==> config.mk <==
export PLATFORM = sky130hd
export DESIGN_NAME = seven_seg_scan_ctrl_flat
export DESIGN_NICKNAME = d
export VERILOG_FILES = /design/src/rtl/seven_seg_scan_ctrl_if.sv /design/src/rtl/seven_seg_scan_ctrl.sv /design/src/flat_wrapper.sv
export SDC_FILE = /design/constraint.sdc
export NUM_CORES = 1
export LEC_CHECK = 0
export ABC_AREA = 1
export CELL_PAD_IN_SITES_DETAIL_PLACEMENT = 1
export CELL_PAD_IN_SITES_GLOBAL_PLACEMENT = 2
export CORE_MARGIN = 10
export CORE_UTILIZATION = 26
export DETAILED_ROUTE_END_ITERATION = 6
export PLACE_DENSITY_LB_ADDON = 0.1
export SYNTH_ARGS = -nofsm -noshare
export SYNTH_HDL_FRONTEND = slang
export SYNTH_SLANG_ARGS = --single-unit
==> constraint.sdc <==
create_clock -name clk -period 2.5 [get_ports clk]
set_input_delay 0.5 -clock clk [delete_from_list [all_inputs] [get_ports clk]]
set_output_delay 0.5 -clock clk [all_outputs]
set_load 0.05 [all_outputs]
==> src/rtl/seven_seg_scan_ctrl_if.sv <==
// rtl/seven_seg_scan_ctrl_if.sv - Avalon-MM register bus bundle for the 7-segment scan controller
interface seven_seg_scan_ctrl_if;
  logic [2:0]  address;
  logic        chipselect;
  logic        write;
  logic [31:0] writedata;
  logic        read;
  logic [31:0] readdata;

  modport master (
    output address,
    output chipselect,
    output write,
    output writedata,
    output read,
    input  readdata
  );

  modport slave (
    input  address,
    input  chipselect,
    input  write,
    input  writedata,
    input  read,
    output readdata
  );
endinterface

==> src/rtl/seven_seg_scan_ctrl.sv <==
// rtl/seven_seg_scan_ctrl.sv - multiplexed hex 7-segment scan controller, optional SEVSEG_LZ_BLANK_EN leading-zero blanking
module seven_seg_scan_ctrl #(
  parameter int NUM_DIGITS   = 4,
  parameter int DWELL_CYCLES = 50000,
  parameter int BLANK_CYCLES = 500
) (
  input  logic                  clk,
  input  logic                  reset,
  seven_seg_scan_ctrl_if.slave  bus,
  output logic [6:0]            segs,
  output logic [NUM_DIGITS-1:0] digit_sel
);

  typedef enum logic [1:0] {
    IDLE  = 2'd0,
    ON    = 2'd1,
    BLANK = 2'd2
  } state_t;

  localparam logic [31:0] DWELL_LAST  = 32'(DWELL_CYCLES - 1);
  localparam logic [31:0] BLANK_LAST  = 32'(BLANK_CYCLES - 1);
  localparam logic [2:0]  IDX_LAST    = 3'(NUM_DIGITS - 1);
  localparam logic [2:0]  ADDR_STATUS = 3'd6;
  localparam logic [2:0]  ADDR_CTRL   = 3'd7;

  state_t                state_q, state_d;
  logic [2:0]            idx_q, idx_d;
  logic [31:0]           cnt_q, cnt_d;
  logic [1:0]            ctrl_q, ctrl_d;
  logic [4:0]            digit_q [NUM_DIGITS];
  logic [4:0]            digit_d [NUM_DIGITS];
  logic [6:0]            segs_q, segs_d;
  logic [NUM_DIGITS-1:0] digit_sel_q, digit_sel_d;
  logic [31:0]           readdata_q, readdata_d;

  logic       bus_wr;
  logic       bus_rd;
  logic       enable;
  logic       force_blank;
  logic [2:0] idx_next;
  logic [4:0] lit_value;
  logic       lz_suppress;
  logic       unused_wdata;

  assign bus_wr      = bus.chipselect & bus.write;
  assign bus_rd      = bus.chipselect & bus.read;
  assign enable      = ctrl_q[0];
  assign force_blank = ctrl_q[1];
  assign idx_next    = (idx_q == IDX_LAST) ? 3'd0 : idx_q + 3'd1;
  assign unused_wdata = ^bus.writedata[31:5];

  assign segs         = segs_q;
  assign digit_sel    = digit_sel_q;
  assign bus.readdata = readdata_q;

  // Hex glyphs for a common-anode display; any value with bit 4 set is blank.
  function automatic logic [6:0] hex_decode(input logic [4:0] v);
    logic [6:0] g;
    if (v[4]) begin
      g = 7'h7F;
    end else begin
      case (v[3:0])
        4'h0: g = 7'h40;
        4'h1: g = 7'h79;
        4'h2: g = 7'h24;
        4'h3: g = 7'h30;
        4'h4: g = 7'h19;
        4'h5: g = 7'h12;
        4'h6: g = 7'h02;
        4'h7: g = 7'h78;
        4'h8: g = 7'h00;
        4'h9: g = 7'h10;
        4'hA: g = 7'h08;
        4'hB: g = 7'h03;
        4'hC: g = 7'h46;
        4'hD: g = 7'h21;
        4'hE: g = 7'h06;
        default: g = 7'h0E;
      endcase
    end
    return g;
  endfunction

  // Register writes: digit values and control bits, other addresses are ignored.
  always_comb begin
    digit_d = digit_q;
    ctrl_d  = ctrl_q;
    if (bus_wr) begin
      for (int i = 0; i < NUM_DIGITS; i++) begin
        if (bus.address == 3'(i)) begin
          digit_d[i] = bus.writedata[4:0];
        end
      end
      if (bus.address == ADDR_CTRL) begin
        ctrl_d = bus.writedata[1:0];
      end
    end
  end

  // Register reads: sampled from current state, so a same-edge write returns the old value.
  always_comb begin
    readdata_d = readdata_q;
    if (bus_rd) begin
      readdata_d = 32'd0;
      for (int i = 0; i < NUM_DIGITS; i++) begin
        if (bus.address == 3'(i)) begin
          readdata_d = {27'd0, digit_q[i]};
        end
      end
      if (bus.address == ADDR_STATUS) begin
        readdata_d = {26'd0, state_q == BLANK, state_q == ON, 1'b0, idx_q};
      end
      if (bus.address == ADDR_CTRL) begin
        readdata_d = {30'd0, ctrl_q};
      end
    end
  end

  // Scan sequencing: dwell on a digit, optional blank gap, then advance; dropping ENABLE aborts at once.
  always_comb begin
    state_d = state_q;
    idx_d   = idx_q;
    cnt_d   = cnt_q + 32'd1;
    if (!enable) begin
      state_d = IDLE;
      idx_d   = 3'd0;
      cnt_d   = 32'd0;
    end else begin
      case (state_q)
        IDLE: begin
          state_d = ON;
          idx_d   = 3'd0;
          cnt_d   = 32'd0;
        end
        ON: begin
          if (cnt_q == DWELL_LAST) begin
            cnt_d = 32'd0;
            if (BLANK_CYCLES == 0) begin
              idx_d = idx_next;
            end else begin
              state_d = BLANK;
            end
          end
        end
        BLANK: begin
          if (cnt_q == BLANK_LAST) begin
            state_d = ON;
            idx_d   = idx_next;
            cnt_d   = 32'd0;
          end
        end
        default: begin
          state_d = IDLE;
          idx_d   = 3'd0;
          cnt_d   = 32'd0;
        end
      endcase
    end
  end

  // Value of the digit that will be lit after this edge (register contents before any same-edge write).
  always_comb begin
    lit_value = 5'h10;
    for (int i = 0; i < NUM_DIGITS; i++) begin
      if (idx_d == 3'(i)) begin
        lit_value = digit_q[i];
      end
    end
  end

`ifdef SEVSEG_LZ_BLANK_EN
  logic higher_clear;

  // Leading-zero suppression: a zero digit is hidden when every more-significant digit is zero or blank.
  always_comb begin
    lz_suppress  = 1'b0;
    higher_clear = 1'b1;
    for (int i = NUM_DIGITS - 1; i > 0; i--) begin
      if ((idx_d == 3'(i)) && (digit_q[i] == 5'd0) && higher_clear) begin
        lz_suppress = 1'b1;
      end
      if ((digit_q[i] != 5'd0) && !digit_q[i][4]) begin
        higher_clear = 1'b0;
      end
    end
  end
`else
  assign lz_suppress = 1'b0;
`endif

  // Display outputs follow the next state/index so they switch on the same edge as the FSM.
  always_comb begin
    segs_d      = 7'h7F;
    digit_sel_d = '1;
    if (state_d == ON) begin
      for (int i = 0; i < NUM_DIGITS; i++) begin
        if (idx_d == 3'(i)) begin
          digit_sel_d[i] = 1'b0;
        end
      end
      if (!force_blank && !lz_suppress) begin
        segs_d = hex_decode(lit_value);
      end
    end
  end

  // State, registers and outputs; reset overrides any concurrent bus access.
  always_ff @(posedge clk) begin
    if (reset) begin
      state_q     <= IDLE;
      idx_q       <= 3'd0;
      cnt_q       <= 32'd0;
      ctrl_q      <= 2'd0;
      segs_q      <= 7'h7F;
      digit_sel_q <= '1;
      readdata_q  <= 32'd0;
      for (int i = 0; i < NUM_DIGITS; i++) begin
        digit_q[i] <= 5'h10;
      end
    end else begin
      state_q     <= state_d;
      idx_q       <= idx_d;
      cnt_q       <= cnt_d;
      ctrl_q      <= ctrl_d;
      segs_q      <= segs_d;
      digit_sel_q <= digit_sel_d;
      readdata_q  <= readdata_d;
      for (int i = 0; i < NUM_DIGITS; i++) begin
        digit_q[i] <= digit_d[i];
      end
    end
  end

endmodule

==> src/flat_wrapper.sv <==
// flat-port wrapper written by rule: the top's interface ports become plain ports
module seven_seg_scan_ctrl_flat 
#(
  parameter int NUM_DIGITS   = 4,
  parameter int DWELL_CYCLES = 50000,
  parameter int BLANK_CYCLES = 500
)
  (clk, reset, segs, digit_sel, bus_address, bus_chipselect, bus_write, bus_writedata, bus_read, bus_readdata);
  seven_seg_scan_ctrl_if bus_i ();
  input  logic clk;
  input  logic reset;
  output logic [6:0] segs;
  output logic [NUM_DIGITS-1:0] digit_sel;
  input wire logic [$bits(bus_i.address)-1:0] bus_address;
  input wire logic [$bits(bus_i.chipselect)-1:0] bus_chipselect;
  input wire logic [$bits(bus_i.write)-1:0] bus_write;
  input wire logic [$bits(bus_i.writedata)-1:0] bus_writedata;
  input wire logic [$bits(bus_i.read)-1:0] bus_read;
  output wire logic [$bits(bus_i.readdata)-1:0] bus_readdata;
  assign bus_i.address = bus_address;
  assign bus_i.chipselect = bus_chipselect;
  assign bus_i.write = bus_write;
  assign bus_i.writedata = bus_writedata;
  assign bus_i.read = bus_read;
  assign bus_readdata = bus_i.readdata;
  seven_seg_scan_ctrl #(.NUM_DIGITS(NUM_DIGITS), .DWELL_CYCLES(DWELL_CYCLES), .BLANK_CYCLES(BLANK_CYCLES)) u_core (.clk(clk), .reset(reset), .bus(bus_i), .segs(segs), .digit_sel(digit_sel));
endmodule
==> reports/metrics.cfg, run 1 <==
[sta]
worst_slack_ps = 72.81
min_period_ps = 2427
max_freq_ghz = 0.4120
clock_skew_ps = 7.646
final_hold_viol_count = 0
relSlewSlack_pct = 63.50
rsz0062_at_grt = true
finalMaxSlewViolations = 0
period_share_pct = 97.09
max_slew.worst_pin.slew_ps = 545.8
setup_viol = 0

[clock_network]
worstSkewPairLatency_ps = 350
clock_sinks = 76
clockRootBuffer = clkbuf_16
htreeDepth = 3
cts_buffers = 9
clkSlewWorstSetupHoldPaths_ps = 60
cts_tree = done
cts_buffer_depth = 2

[synth]
yosys.cell_types.count = 40
ys_warn_count = 0
async_reset_ff_share_pct = 0
synthFlopType = dfxtp_1
syn_inst = 588
ys_ff_latch = 76
yosysSeqAreaShare_pct = 36.12
synth_edf_count = 0
syn_avg_cell_area_um2 = 7.165
synth_area_um2 = 4213

[placement]
dp_slack_ps = -97.87
dpl.cell_count = 899
io_buffers = 29
hpwl_um = 10180
place_congestion = 0.7907

[global_route]
grt_most_used_layer = met2
grt_pass1_vias = 4195
use_met3_pct = 3.747
grt_max_degree = 33
grtUsageTotal_pct = 12.12
antenna_found_initial = 0
grt_first_pass_wirelength_um = 21120
grtUsageMet2_pct = 21.57
grtUsageMet1_pct = 13.42
overflow = 0

[power]
power.leakage_nw = 2.448
ir_worst_vdd_mv = 0.3474
p_per_area_nw_per_um2 = 478.3

[worst_setup_path]
crit_required_ps = 2740
cp_cell_sequence = nor2_2 -> and2_1 -> nand2_2 -> nor2_4 -> nand2_4 -> nand2_2 -> nand3_2 -> nand2_4 -> nand3_4 -> nor2_4 -> nand2_1 -> o21ai_2 -> nor2_4 -> inv_2 -> buf_4 -> ha_1 -> nand2_1 -> nand3_1 -> nand2_1
crit_family = simple AND/OR/NAND/NOR gates
worst_setup_path_end_kind = register
cp_max_fo = 4
critPathSlowestCell = dfxtp_1
timing.critical_path.buf_inv = 2
cp-start-kind = register
worstSetupPathType = register to register
arrival_ps = 2660
critPathMaxStageDelay_ps = 320

[floorplanning]
core-area_um2 = 15890
die_h_um = 147.3
io_pins = 83
num_rows = 46
fp.dieW_um = 147.3
dieArea_um2 = 21690
initial_core_util_pct = 26.52

[cells_and_area]
layout_commonest_cell = nand2_1
drive_gt1_share_pct = 26.97
final_cell_mix = 95 x nand2_1, 85 x nor2_1, 84 x buf_4, 74 x dfxtp_1, 60 x inv_1
area_delta_synth_final_pct = 38.91
stdcell_count = 928
diodes = 0
nNetsFinal = 760
final_core_utilization_pct = 36.84

[outcome]
status = complete, no violations

[route]
drt-vias-per-instance = 4.323
post-route-drc-count = 0
postRouteAntennaNets = 0
totalWireLength_um = 12970
drt_iter0_drc = 98
wire_per_inst_um = 13.98
first_pass_iters = 4
dr_total_vias = 4012

[flow_run]
drv_cap = 0

[hold_path]
hold_class = register to register

## registers in the layout, indices dropped and copies added (netlist names)
register / cells
u_core.cnt_q: 32
u_core.digit_q: 20
u_core.segs: 7
u_core.bus.readdata: 6
u_core.digit_sel: 4
u_core.idx_q: 3
u_core.ctrl_q: 2
u_core.state_q: 2
## cells in the mapped netlist (all sizes together) (3+ instances only)
| cell | n | share of area (%) |
|---|---|---|
| a21oi | 22 | 2.9 |
| buf | 26 | 4.6 |
| clkbuf | 6 | 0.53 |
| clkinv | 3 | 0.39 |
| dfxtp | 76 | 36 |
| ha | 12 | 3.6 |
| inv | 82 | 7.3 |
| nand2 | 117 | 13 |
| nand3 | 40 | 5.6 |
| nand4 | 8 | 1.5 |
| nor2 | 99 | 9.7 |
| nor3 | 17 | 2.3 |
| nor3b | 3 | 0.53 |
| nor4 | 9 | 1.5 |
| o211ai | 8 | 1.4 |
| o21ai | 26 | 3.1 |
| o22ai | 5 | 0.74 |
| xnor2 | 4 | 0.83 |
| xor2 | 16 | 3.3 |
## power by group
part	total [mW]	internal (mW)	switching, mW
logic	0.237	0.0583	0.179
clock network	1.33	0.790	0.539
registers	1.23	1.22	0.00927
## worst reg2reg max path: stages (launching register included)
cell	delay (ps)
dfxtp_1	320
nor2_2	110
and2_1	150
nand2_2	70
nor2_4	190
nand2_4	110
nand2_2	90
nand3_2	90
nand2_4	140
nand3_4	100
nor2_4	130
nand2_1	70
o21ai_2	90
nor2_4	100
inv_2	110
buf_4	120
ha_1	130
nand2_1	60
nand3_1	90
nand2_1	60
## path summary, 6_finish.rpt
check	startpoint	endpoint	slack [ps]	depth (start not counted)
max	u_core.cnt_q[28]	u_core.segs[4]	70	19
min	u_core.bus.readdata[3]	u_core.bus.readdata[3]	480	2
max reg2reg	u_core.cnt_q[28]	u_core.segs[4]	70	19
min reg2reg	u_core.bus.readdata[3]	u_core.bus.readdata[3]	480	2
## cell families after synthesis
logic type	after synthesis	share of synthesized area [%]
adder cells (fa/ha/maj)	12	3.564
buffers and inverters	117	12.86
AND/OR/NAND/NOR	295	33.95
other	1	0.08901
AO/OA/AOI/OAI	67	9.267
flip-flops	76	36.12
XOR/XNOR	20	4.158
## area by class of cell
cell class | instances | area, um2
fill | 1993 | 10030
multi-input combinational | 420 | 2467
sequential | 76 | 1524
timing repair buffer | 116 | 972.2
inverter | 85 | 326.6
tap | 216 | 270.3
clock buffer | 10 | 239.0
clock inverter | 5 | 52.55
## timing repair
action                     in CTS  in global routing
buffers inserted                4                 10
pin swaps                      12                 27
gates resized for setup        23                 31
setup endpoints to repair       6                  7
hold buffers                    0                  0
## stage by stage
stage / area [um2] / setup TNS [ps] / hold slack [ps] / total power [mW]
final: 5852 / 0 / 482.7 / 2.799
after global routing: 5852 / -675.2 / 510.3 / 2.915
after CTS: 5638 / -15.40 / 483.1 / 2.838
after detailed placement: 5223 / -437.8 / 467.7 / 1.485
after global placement: 5223 / -383.4 / 463.0 / 1.484
after floorplan: 4307 / 0 / 417.5 / 1.449
## routing by layer
| layer | up-vias | part of all wire (%) |
|---|---|---|
| li1 | 2072 | - |
| met1 | 1879 | 44 |
| met2 | 43 | 51 |
| met3 | 18 | 3.4 |
| met4 | 0 | 2.0 |
| met5 | - | 0 |
Note: power is estimated with default switching activity, not from simulation.
==> run 2, diff against run 1 <==
--- a/constraint.sdc
+++ b/constraint.sdc
@@ -3,2 +3,2 @@
 set_output_delay 0.5 -clock clk [all_outputs]
-set_load 0.05 [all_outputs]
+set_load 0.02 [all_outputs]
==> results of run 2 <==
Same layout as run 1 (identical final DEF). Status: complete, no violations.
Main changes from that run: total power 2.799 mW -> 2.738 mW
